File: src/rtl/mem_arbiter_if.sv
// Bus bundle shared by the loader, the fetch unit, the arbiter and the memory array.
// slave = arbiter side, master = requesters plus the array that returns mem_rdata.
interface mem_arbiter_if #(
  parameter int AW = 10,
  parameter int DW = 16
);
  logic          clr_start;
  logic          clr_busy;
  logic          ld_req;
  logic [AW-1:0] ld_addr;
  logic [DW-1:0] ld_data;
  logic          ld_gnt;
  logic          f_req;
  logic [AW-1:0] f_addr;
  logic          f_gnt;
  logic [DW-1:0] f_rdata;
  logic          f_rvalid;
  logic          mem_en;
  logic          mem_we;
  logic [AW-1:0] mem_addr;
  logic [DW-1:0] mem_wdata;
  logic [DW-1:0] mem_rdata;

  modport slave (
    input  clr_start, ld_req, ld_addr, ld_data, f_req, f_addr, mem_rdata,
    output clr_busy, ld_gnt, f_gnt, f_rdata, f_rvalid,
           mem_en, mem_we, mem_addr, mem_wdata
  );

  modport master (
    output clr_start, ld_req, ld_addr, ld_data, f_req, f_addr, mem_rdata,
    input  clr_busy, ld_gnt, f_gnt, f_rdata, f_rvalid,
           mem_en, mem_we, mem_addr, mem_wdata
  );
endinterface

File: src/rtl/mem_arbiter.sv
// Single-port memory arbiter: loader writes, fetch reads, sequenced full clear.
// Define MEM_ARB_RR_EN for round-robin on contention; default is loader-first priority.
module mem_arbiter #(
  parameter int AW = 10,
  parameter int DW = 16
) (
  input  logic       clk,
  input  logic       rst_n,
  mem_arbiter_if.slave bus
);
  typedef enum logic {IDLE, CLEAR} state_t;

  state_t        state, state_nx;
  logic [AW-1:0] cnt, cnt_nx;
  logic          ld_win, f_win, ld_pri, contest;
  logic          en, we;
  logic [AW-1:0] addr;
  logic [DW-1:0] wdata;
  logic          rvalid;

  assign contest = (state == IDLE) && !bus.clr_start && bus.ld_req && bus.f_req;

`ifdef MEM_ARB_RR_EN
  // 1 = loader won the last contested cycle, 0 = fetch did
  logic last_ld;
  assign ld_pri = !last_ld;

  always_ff @(posedge clk or negedge rst_n) begin
    if (!rst_n)       last_ld <= 1'b0;
    else if (contest) last_ld <= ld_win;
  end
`else
  assign ld_pri = 1'b1;
`endif

  always_ff @(posedge clk or negedge rst_n) begin
    if (!rst_n) begin
      state  <= IDLE;
      cnt    <= '0;
      rvalid <= 1'b0;
    end else begin
      state  <= state_nx;
      cnt    <= cnt_nx;
      rvalid <= f_win;
    end
  end

  always_comb begin
    state_nx = state;
    cnt_nx   = cnt;
    ld_win   = 1'b0;
    f_win    = 1'b0;
    en       = 1'b0;
    we       = 1'b0;
    addr     = '0;
    wdata    = '0;
    case (state)
      IDLE: begin
        if (bus.clr_start) begin
          state_nx = CLEAR;
          cnt_nx   = '0;
        end else if (bus.ld_req && (!bus.f_req || ld_pri)) begin
          ld_win = 1'b1;
          en     = 1'b1;
          we     = 1'b1;
          addr   = bus.ld_addr;
          wdata  = bus.ld_data;
        end else if (bus.f_req) begin
          f_win = 1'b1;
          en    = 1'b1;
          addr  = bus.f_addr;
        end
      end
      CLEAR: begin
        en     = 1'b1;
        we     = 1'b1;
        addr   = cnt;
        cnt_nx = cnt + AW'(1);
        if (cnt == {AW{1'b1}}) state_nx = IDLE;
      end
      default: state_nx = IDLE;
    endcase
  end

  // grants and strobes are gated so nothing reaches the array while reset is low
  assign bus.ld_gnt    = ld_win & rst_n;
  assign bus.f_gnt     = f_win & rst_n;
  assign bus.mem_en    = en & rst_n;
  assign bus.mem_we    = we & rst_n;
  assign bus.mem_addr  = addr;
  assign bus.mem_wdata = wdata;
  assign bus.clr_busy  = (state == CLEAR);
  assign bus.f_rvalid  = rvalid;
  assign bus.f_rdata   = rvalid ? bus.mem_rdata : '0;
endmodule

File: src/flat_wrapper.sv
// flat-port wrapper written by rule: the top's interface ports become plain ports
module mem_arbiter_flat 
#(
  parameter int AW = 10,
  parameter int DW = 16
)
  (clk, rst_n, bus_clr_start, bus_ld_req, bus_ld_addr, bus_ld_data, bus_f_req, bus_f_addr, bus_mem_rdata, bus_clr_busy, bus_ld_gnt, bus_f_gnt, bus_f_rdata, bus_f_rvalid, bus_mem_en, bus_mem_we, bus_mem_addr, bus_mem_wdata);
  mem_arbiter_if #(.AW(AW), .DW(DW)) bus_i ();
  input  logic clk;
  input  logic rst_n;
  input wire logic [$bits(bus_i.clr_start)-1:0] bus_clr_start;
  input wire logic [$bits(bus_i.ld_req)-1:0] bus_ld_req;
  input wire logic [$bits(bus_i.ld_addr)-1:0] bus_ld_addr;
  input wire logic [$bits(bus_i.ld_data)-1:0] bus_ld_data;
  input wire logic [$bits(bus_i.f_req)-1:0] bus_f_req;
  input wire logic [$bits(bus_i.f_addr)-1:0] bus_f_addr;
  input wire logic [$bits(bus_i.mem_rdata)-1:0] bus_mem_rdata;
  output wire logic [$bits(bus_i.clr_busy)-1:0] bus_clr_busy;
  output wire logic [$bits(bus_i.ld_gnt)-1:0] bus_ld_gnt;
  output wire logic [$bits(bus_i.f_gnt)-1:0] bus_f_gnt;
  output wire logic [$bits(bus_i.f_rdata)-1:0] bus_f_rdata;
  output wire logic [$bits(bus_i.f_rvalid)-1:0] bus_f_rvalid;
  output wire logic [$bits(bus_i.mem_en)-1:0] bus_mem_en;
  output wire logic [$bits(bus_i.mem_we)-1:0] bus_mem_we;
  output wire logic [$bits(bus_i.mem_addr)-1:0] bus_mem_addr;
  output wire logic [$bits(bus_i.mem_wdata)-1:0] bus_mem_wdata;
  assign bus_i.clr_start = bus_clr_start;
  assign bus_i.ld_req = bus_ld_req;
  assign bus_i.ld_addr = bus_ld_addr;
  assign bus_i.ld_data = bus_ld_data;
  assign bus_i.f_req = bus_f_req;
  assign bus_i.f_addr = bus_f_addr;
  assign bus_i.mem_rdata = bus_mem_rdata;
  assign bus_clr_busy = bus_i.clr_busy;
  assign bus_ld_gnt = bus_i.ld_gnt;
  assign bus_f_gnt = bus_i.f_gnt;
  assign bus_f_rdata = bus_i.f_rdata;
  assign bus_f_rvalid = bus_i.f_rvalid;
  assign bus_mem_en = bus_i.mem_en;
  assign bus_mem_we = bus_i.mem_we;
  assign bus_mem_addr = bus_i.mem_addr;
  assign bus_mem_wdata = bus_i.mem_wdata;
  mem_arbiter #(.AW(AW), .DW(DW)) u_core (.clk(clk), .rst_n(rst_n), .bus(bus_i));
endmodule
File: config.mk
export PLATFORM = sky130hd
export DESIGN_NAME = mem_arbiter_flat
export DESIGN_NICKNAME = d
export VERILOG_FILES = /design/src/rtl/mem_arbiter_if.sv /design/src/rtl/mem_arbiter.sv /design/src/flat_wrapper.sv
export SDC_FILE = /design/constraint.sdc
export NUM_CORES = 1
export LEC_CHECK = 0
export CAP_MARGIN = 20
export CORE_ASPECT_RATIO = 1.5
export CORE_MARGIN = 4
export CORE_UTILIZATION = 26
export CTS_CLUSTER_DIAMETER = 100
export CTS_CLUSTER_SIZE = 10
export DETAILED_ROUTE_END_ITERATION = 10
export GPL_TIMING_DRIVEN = 0
export PLACE_DENSITY = 0.76
export SETUP_SLACK_MARGIN = 0.2
export SKIP_CTS_REPAIR_TIMING = 1
export SLEW_MARGIN = 20
export SYNTH_ARGS = -nofsm -noshare
export SYNTH_HDL_FRONTEND = slang
export SYNTH_SLANG_ARGS = --single-unit
File: constraint.sdc
create_clock -name clk -period 1.4 [get_ports clk]
set_input_delay 0.35 -clock clk [delete_from_list [all_inputs] [get_ports clk]]
set_output_delay 0.35 -clock clk [all_outputs]
set_load 0.01 [all_outputs]
* Word-level counts from Yosys, hierarchy flattened *
Index checks and enable logic that the tools add are counted.

storage, ports and cells
  register bits = 12
  logic and storage cells = 35
  output and inout bits = 48
  input port bits = 57

operators by class
  $add $sub $neg = 1
  equal/unequal tests = 2
  bitwise gates (word level) = 5
  mux-type cells = 24

operators by type and width
  operator                 count
  $mux W16                 4
  $mux W10                 4
  $pmux W10 S2             2
  $mux W1                  11
  $add A10 B1 Y10 const B  1
  $eq A10 B10 Y1 const B   1
  $pmux W1 S2              3
  $and A1 B1 Y1            4
  $ne A2 B2 Y1 const B     1
  $not A1 Y1               1

* Depth between registers and ports, before layout *
Gate-level depths: netlist of the first run.

  depth after elaboration = 5
  mapped depth = 5
  depth with buffers taken out = 4

* Worst setup path before layout of the first run *
No wires, ideal clock.

  path type = reg2out
  start = reg u_core.state (netlist: u_core.bus.clr_busy)
  end = out bus_mem_wdata[10]
  arrival = 1,219 ps
  buffers on the path = 2
  data required time = 1,050 ps
  cell stages (with the launch flop) = 5
  slack = -169 ps
  path through = dfrtp_1 buf_6 nor3b_4 buf_4 and2_1

between the ends
  cells in the longest elaborated chain, start to end = 1

ends and longest elaborated chain
  what                    line                text
  start, declared         mem_arbiter.sv:13   state_t state, state_nx;
  start signal, assigned  mem_arbiter.sv:42   state <= state_nx;
  $mux W16                mem_arbiter.sv:57   case (state)
  end, declared           flat_wrapper.sv:26  output wire logic [$bits(bus_i.mem_wdata)-1:0] bus_mem_wdata;

No other way between the ends.

* Final worst setup path of the first run *
  start = reg u_core.state (netlist: u_core.bus.clr_busy)
  end = out bus_mem_addr[2]

between the ends
  cells in the longest elaborated chain, start to end = 2

ends and longest elaborated chain
  what            line                text
  $not A1 Y1      --
  $pmux W10 S2 *  mem_arbiter.sv:57
  end, declared   flat_wrapper.sv:25  output wire logic [$bits(bus_i.mem_addr)-1:0] bus_mem_addr;

Mark *: on every way between the ends. The rest lies on a longest branch, timed or not.

==> run summary, run 1 <==
The global-route congestion overflow total is 0. Setup violations remaining at the end of the flow were counted as 42. The fraction of layout cells with a size suffix above 1 is 0.467.

Relative to the synthesized area, the layout overhead comes to 138%. In the global route stage, met2 resource usage came out at 0.275. The type of destination of the critical path is an output pin.

By area the synthesized netlist is led by sky130_fd_sc_hd__dfrtp_1 (29%), sky130_fd_sc_hd__and2_1 (21%), sky130_fd_sc_hd__a222oi_1 (8.8%). For this design the ratio of total power to cell area is 902 nW/um^2. The final reports fail on setup timing.

The vias after detailed routing is about 1500. The die span in x came out at 59.2 um. For the worst setup path, the data required time is roughly 1.1 ns. The proportion of synthesized chip area in sequential cells is 0.293. The initial DRC count came out at 45. In this run the clock root is driven by a sky130_fd_sc_hd__clkbuf_8. The kind of critical path is reg2out. The clock latency on the worst-skew pair came out at around 0.24 ns. The starting utilization of the core area is 0.273. Setup repair after global routing could not meet its margin everywhere.

The number of clock buffers added by TritonCTS is 3. Counting flops with an async set or reset pin after synthesis yields a share of 1.00. The layer flagged by global routing as most heavily used is met2. The count of input and output buffers came out at 104.

The count of maximum capacitance violations came out at 0. The number of global-route vias before repair is between 1000 and 1500. The number of DRC violations after detailed routing came out at 0. The final count of hold timing violations is 0. The filler-free cell count of the finished design came out at slightly below 300. The detailed-router iteration count before antenna repair came out at 4. The slew at the pin closest to its max-slew limit is 0.471 ns. The clock input transition at the sequential cells of the worst setup and hold paths came out at approximately 0.060 ns. In this run the static leakage power is ~0.0012 uW.

The fraction of the cycle the final worst path needs is 1.58. The count of nets left with antenna violations once routing finished came out at 0. The slowest stage of the critical path is the sky130_fd_sc_hd__nor4b_4 cell. The global-route usage over all layers is 0.147. Summed over all instances, the cell type with the most area after synthesis is sky130_fd_sc_hd__dfrtp_1.

After detailed routing, the number of vias per cell comes to approximately 4.9. TritonCTS built the clock tree. The tightest min-delay check is of the in2async type. Derived from the worst setup path, the maximum achievable clock frequency is about 450 MHz. The dominant cell type by count on the critical path is sky130_fd_sc_hd__buf_6. The met1 capacity usage during global routing came out at 0.148. The delay of the slowest cell on the worst path came out at 0.40 ns.

The mean post-synth cell area came out at between 8 and 9 um^2. Yosys mapped a number of flops with a built-in enable equal to 0. The filler cell count in the final layout came out at around 320. Counting distinct cell types in the post-synthesis netlist gives 33. The time the worst path needs with I/O delays and setup is ~2.2 ns. The number of warning messages in the yosys log came out at 0. The maximum buffer depth of the clock tree came out at 2.

The number of placement rows is 27. The net count reported at finish is roughly 310. The total number of clock tree sinks is 12. The floorplan die area came out at 5030 um^2. On the final layout, the worst clock skew is ~0.0054 ns.

IR analysis of the VDD net gives a maximum drop of around 0.92 mV. The routing usage on met3 is 0.0472. After layout, the worst setup slack is -0.810 ns. The worst relative slew slack came out at 0.685.

The data arrival time of the worst path came out at between 1.5 and 2 ns. The design draws between 2000 and 2500 uW. The most instantiated flip-flop cell in the synthesis netlist is sky130_fd_sc_hd__dfrtp_1. Yosys instantiated no cell more often than sky130_fd_sc_hd__and2_1. The count of antenna diodes in the layout is 0. The core box area is 3750 um^2. The post-synth design cell area is between 1000 and 1500 um^2. The maximum fanout encountered on the critical timing path is 8. Sorting the synthesized cells by how often they occur yields sky130_fd_sc_hd__and2_1 (34), sky130_fd_sc_hd__dfrtp_1 (12), sky130_fd_sc_hd__inv_1 (10), sky130_fd_sc_hd__nand2_1 (10), sky130_fd_sc_hd__a222oi_1 (9). The estimated wirelength of the detail-placed design came out at 3.14 mm. The run finished, with violations left. The boundary pin count is 105.

Traced cell by cell, the critical path runs through buf_6 -> nor4b_4 -> buf_4 -> buf_6 -> buf_6 -> buf_6 -> a222oi_1 -> inv_1 -> buf_2. The number of antenna violations at the first check in global routing came out at 0. The pre-CTS setup slack came out at -1.28 ns. Entering global routing, the biggest net connects 17 pins. In this run the vertical extent of the chip is 84.8 um. The routability-driven placement congestion ratio came out at about 0.76. The top-area cell type share of the netlist area came out at 0.293.

The count of placed standard cells including taps came out at between 200 and 300. The wire length of the first global-routing pass came out at around 6 mm. The final layout contains routed wiring with a total length of ~4.3 mm. The final routed wire length divided by cell count is roughly 14 um. The synthesized netlist net count is about 180. The H-tree level count is 1. The number of storage elements in the synthesis netlist is 12. The count of mapped cells out of synthesis came out at 120. STA classifies the critical path startpoint as a flip-flop. The total count of max-transition violations in the final report is 0.
==> where the power goes <==
part / switching [uW] / internal [uW]
Sequential: 177 / 486
Combinational: 493 / 658
Clock: 134 / 249
==> area by class of cell <==
type / count / area [um^2] / area share
Sequential cell: 12 / 303 / 0.124
Multi-Input combinational cell: 90 / 721 / 0.296
Clock buffer: 4 / 55.1 / 0.0226
Inverter: 10 / 41.3 / 0.0169
Timing Repair Buffer: 131 / 1190 / 0.488
Tap cell: 43 / 53.8 / 0.0221
Buffer: 8 / 73.8 / 0.0303
==> through the flow <==
| step | TNS, ns | util | instance area [um^2] | hold WS (ns) |
|---|---|---|---|---|
| after floorplan | -3.90 | - | 1070 | 0.0544 |
| after global placement | -45.56 | 0.577 | 2160 | 0.529 |
| after detailed placement | -47.11 | 0.577 | 2160 | 0.532 |
| after CTS | -46.67 | 0.591 | 2220 | 0.535 |
| after global routing | -22.32 | 0.650 | 2440 | 0.0386 |
| final | -19.02 | 0.650 | 2440 | 0.0171 |
==> path summary, 6_finish.rpt <==
check                               startpoint                  end  slack, ns  cells after the start
setup / recovery           u_core.bus.clr_busy      bus_mem_addr[2]      -0.81                      9
hold / removal                           rst_n        u_core.cnt[3]       0.02                      1
setup reg to reg                 u_core.cnt[1]        u_core.cnt[6]       0.01                      5
hold reg to reg                  u_core.cnt[9]        u_core.cnt[9]       0.55                      1
max in group asynchronous                rst_n  u_core.bus.f_rvalid       1.08                      1
min in group clk                 u_core.cnt[9]        u_core.cnt[9]       0.55                      1
==> cell families (layout without fill, tap and decap cells) <==
group | Yosys count | in the layout | synth area share
adders and majority gates | 1 | 1 | 0.0122
buffers and inverters | 18 | 153 | 0.0892
and+or+nand+nor | 59 | 59 | 0.356
xor gates and xnor gates | 3 | 3 | 0.0257
DFF | 12 | 12 | 0.293
muxes | 2 | 2 | 0.0208
AOI/OAI and AO/OA | 25 | 25 | 0.203
==> layer usage <==
metal,up-vias,part of all wire
li1,698,-
met1,669,0.34
met2,80,0.52
met3,4,0.13
met4,0,0.0049
met5,-,0
==> sequential cells by signal (all words and copies together) (netlist names) <==
register             flops
u_core.bus.f_rvalid      1
u_core.cnt              10
u_core.bus.clr_busy      1
==> layout by cell type (no fill, tap or decap), drive strengths merged, types with 3 or more instances in the layout <==
cell            n
buf            72
clkdlybuf4s50  52
and2           34
clkbuf         16
dfrtp          12
nand2          10
a222oi          9
inv             9
nand3           5
o21ai           4
dlymetal6s2s    3
==> worst max-delay path: cells and delay by family (launching register included) <==
| kind | cells | cell delay [ns] |
|---|---|---|
| DFF | 1 | 0.39 |
| and+or+nand+nor | 1 | 0.40 |
| AOI/OAI and AO/OA | 1 | 0.05 |
| buffers and inverters | 7 | 0.77 |
No activity file was read; power rests on OpenSTA's default activity.
==> run 2, diff against run 1 <==
--- a/config.mk
+++ b/config.mk
@@ -8,15 +8,15 @@
 export CAP_MARGIN = 20
 export CORE_ASPECT_RATIO = 1.5
 export CORE_MARGIN = 4
-export CORE_UTILIZATION = 26
+export CORE_UTILIZATION = 27
+export CTS_BUF_LIST = sky130_fd_sc_hd__clkbuf_4 sky130_fd_sc_hd__clkbuf_8
 export CTS_CLUSTER_DIAMETER = 100
 export CTS_CLUSTER_SIZE = 10
 export DETAILED_ROUTE_END_ITERATION = 10
 export GPL_TIMING_DRIVEN = 0
-export PLACE_DENSITY = 0.76
+export PLACE_DENSITY = 0.79
 export SETUP_SLACK_MARGIN = 0.2
 export SKIP_CTS_REPAIR_TIMING = 1
-export SLEW_MARGIN = 20
 export SYNTH_ARGS = -nofsm -noshare
 export SYNTH_HDL_FRONTEND = slang
 export SYNTH_SLANG_ARGS = --single-unit
==> run summary, run 2 (same netlist as run 1, synthesis figures left out) <==
The layout has 241 filler cells. The switching part of the total power is 0.396. The clock reaches the later pin of the worst-skew pair after around 0.24 ns. STA classifies the critical path endpoint as an output pin.

Clock tree synthesis selected as its root buffer the cell sky130_fd_sc_hd__clkbuf_8. The run finished, with violations left. The total length of routed wires is slightly above 5 mm. The detailed-router iteration count before antenna repair came out at 5. The routed layout has 1540 vias.

The final setup slack of the worst path is -0.802 ns. In the global route stage, overall resource usage came out at 0.148. The number of global-route vias before repair is 1276.

The fraction of layout cells with a size suffix above 1 came out at 0.542. Headroom to the max-slew limit came out at 0.670. The boundary pin count is 105.

The die span in x came out at 58.3 um. In the global route stage, met1 resource usage came out at 0.157. Clock-pin slew was measured on the worst setup and hold paths at around 0.050 ns. The routing usage on met3 came out at 0.0404. The routability-driven placement congestion ratio came out at about 0.73.

In the layout the commonest cells are sky130_fd_sc_hd__buf_6 (55), sky130_fd_sc_hd__clkdlybuf4s50_1 (51), sky130_fd_sc_hd__and2_4 (26), sky130_fd_sc_hd__buf_4 (17), sky130_fd_sc_hd__clkbuf_2 (11). The H-tree level count is 1. The setup TNS came out at -19.12 ns. The final hold slack came out at approximately 0.023 ns. The maximum buffer depth of the clock tree is 2. The fraction of power consumed by the clock network is 0.134.

The completed layout was analyzed and its total power is approximately 2300 uW. The global-route congestion overflow total is 0. The checks that failed: setup timing. Relative to the synthesized area, the layout overhead comes to 164%. The total count of max-transition violations in the final report is 0. The count of antenna diodes in the layout came out at 0. The number of antenna violations at the first check in global routing is 0. The cell internal power dissipation came out at between 1000 and 1500 uW. The net count reported at finish is around 320. The total number of clock tree sinks is 12. The data arrival time of the worst path came out at between 1.5 and 2 ns. The maximum fanout encountered on the critical timing path is 5. The wire length of the first global-routing pass came out at roughly 5.8 mm. The register with the most flip-flops in the layout has 10 of them. The critical path data required time is ~1.1 ns. The final routed wire length divided by cell count came out at around 17 um. Static timing analysis puts the maximum clock frequency at 454 MHz. The count of maximum capacitance violations came out at 0. The largest clock skew in the final design came out at 0.00265 ns. The starting utilization of the core area is 0.281.

For this design the static power due to leakage is roughly 0.0013 uW. The core box area came out at 3650 um^2. The commonest non-fill, non-tap cell in the layout is sky130_fd_sc_hd__buf_6.

The share of total power in combinational logic is 0.554. The post-detailed-route via-to-cell ratio came out at roughly 5. At the pin with the least slew margin, the transition time is 0.494 ns. The worst setup path is of the reg2out kind.

The switching power came out at 911 uW. The number of clock buffers added by TritonCTS is 3. The count of input and output buffers is roughly 100.

The final count of hold timing violations came out at 0. The global-route track usage on met2 is 0.273. TritonCTS built the clock tree. STA classifies the critical path startpoint as a flip-flop. The vertical die dimension came out at 83.4 um. The fraction of the cycle the final worst path needs is 1.57.

The number of placement rows is 27. The worst hold path class is in2async. Detailed placement ended at an HPWL of just over 3 mm. The cell area power density is roughly 850 nW/um^2. The number of DRC violations after detailed routing is 0. The floorplan die area came out at a little under 5000 um^2. In this run, the number of DRC markers left after iteration 0 of detailed routing was about 60. Subtracting the final worst setup slack from the clock period gives 2.20 ns. Ranked by flip-flop count, first place goes to u_core.cnt. After global routing, the most crowded layer is met2. Setup repair after global routing could not meet its margin everywhere.

The utilization of the core after routing is 0.741. The share of power burned in registers is 0.312. The remaining antenna violation count is 0. The maximum VDD drop is 1.02 mV. Entering global routing, the biggest net connects 17 pins. The final-report setup violation count is 44.
[run 2: path summary, 6_finish.rpt]
path | from | end | slack, ns | cells after the start
worst max-delay path | u_core.bus.clr_busy | bus_mem_addr[4] | -0.80 | 9
worst min-delay path | rst_n | u_core.bus.clr_busy | 0.02 | 1
worst max register to register | u_core.cnt[1] | u_core.cnt[6] | -0.07 | 5
worst min register to register | u_core.cnt[8] | u_core.cnt[8] | 0.56 | 1
max in group asynchronous | rst_n | u_core.cnt[3] | 1.08 | 1
min in group clk | u_core.cnt[8] | u_core.cnt[8] | 0.56 | 1
[run 2: worst max-delay path, stage by stage (launching register included)]
cell and delay (ns):
sky130_fd_sc_hd__dfrtp_1 0.40, sky130_fd_sc_hd__buf_6 0.15, sky130_fd_sc_hd__nor4b_4 0.37, sky130_fd_sc_hd__buf_4 0.19
sky130_fd_sc_hd__buf_6 0.10, sky130_fd_sc_hd__buf_6 0.10, sky130_fd_sc_hd__buf_6 0.08, sky130_fd_sc_hd__a222oi_1 0.05
sky130_fd_sc_hd__inv_1 0.06, sky130_fd_sc_hd__buf_2 0.12
[run 2: power by group through the flow]
| stage | Clock [uW] | Combinational, uW | Sequential (uW) |
|---|---|---|---|
| global route | 332 | 1390 | 740 |
| global placement | 0 | 1110 | 639 |
| floorplan | 0 | 614 | 602 |
| detailed placement | 0 | 1130 | 646 |
| CTS | 310 | 1140 | 640 |
| finish | 309 | 1270 | 717 |
[run 2: area by class of cell]
cell class	instances	area, um^2	area share
timing repair buffer	141	1370	0.507
multi-input combinational	90	806	0.298
clock buffer	3	41.3	0.0153
buffer	8	83.8	0.0310
inverter	10	41.3	0.0153
tap	43	53.8	0.0199
sequential	12	307	0.113
[run 2: per-stage QoR]
step / setup slack (ns) / instances / area [um^2]
finish: -0.802 / 307 / 2700
global route: -0.884 / 307 / 2700
CTS: -1.28 / 270 / 2200
detailed placement: -1.28 / 267 / 2160
global placement: -1.25 / 267 / 2160
floorplan: -0.169 / 120 / 1070
[run 2: per-layer routing]
metal	routed length [um]	up-vias
met1	1650	733
met3	444	6
met4	56	0
met2	2920	71
li1	-	730
met5	0	-
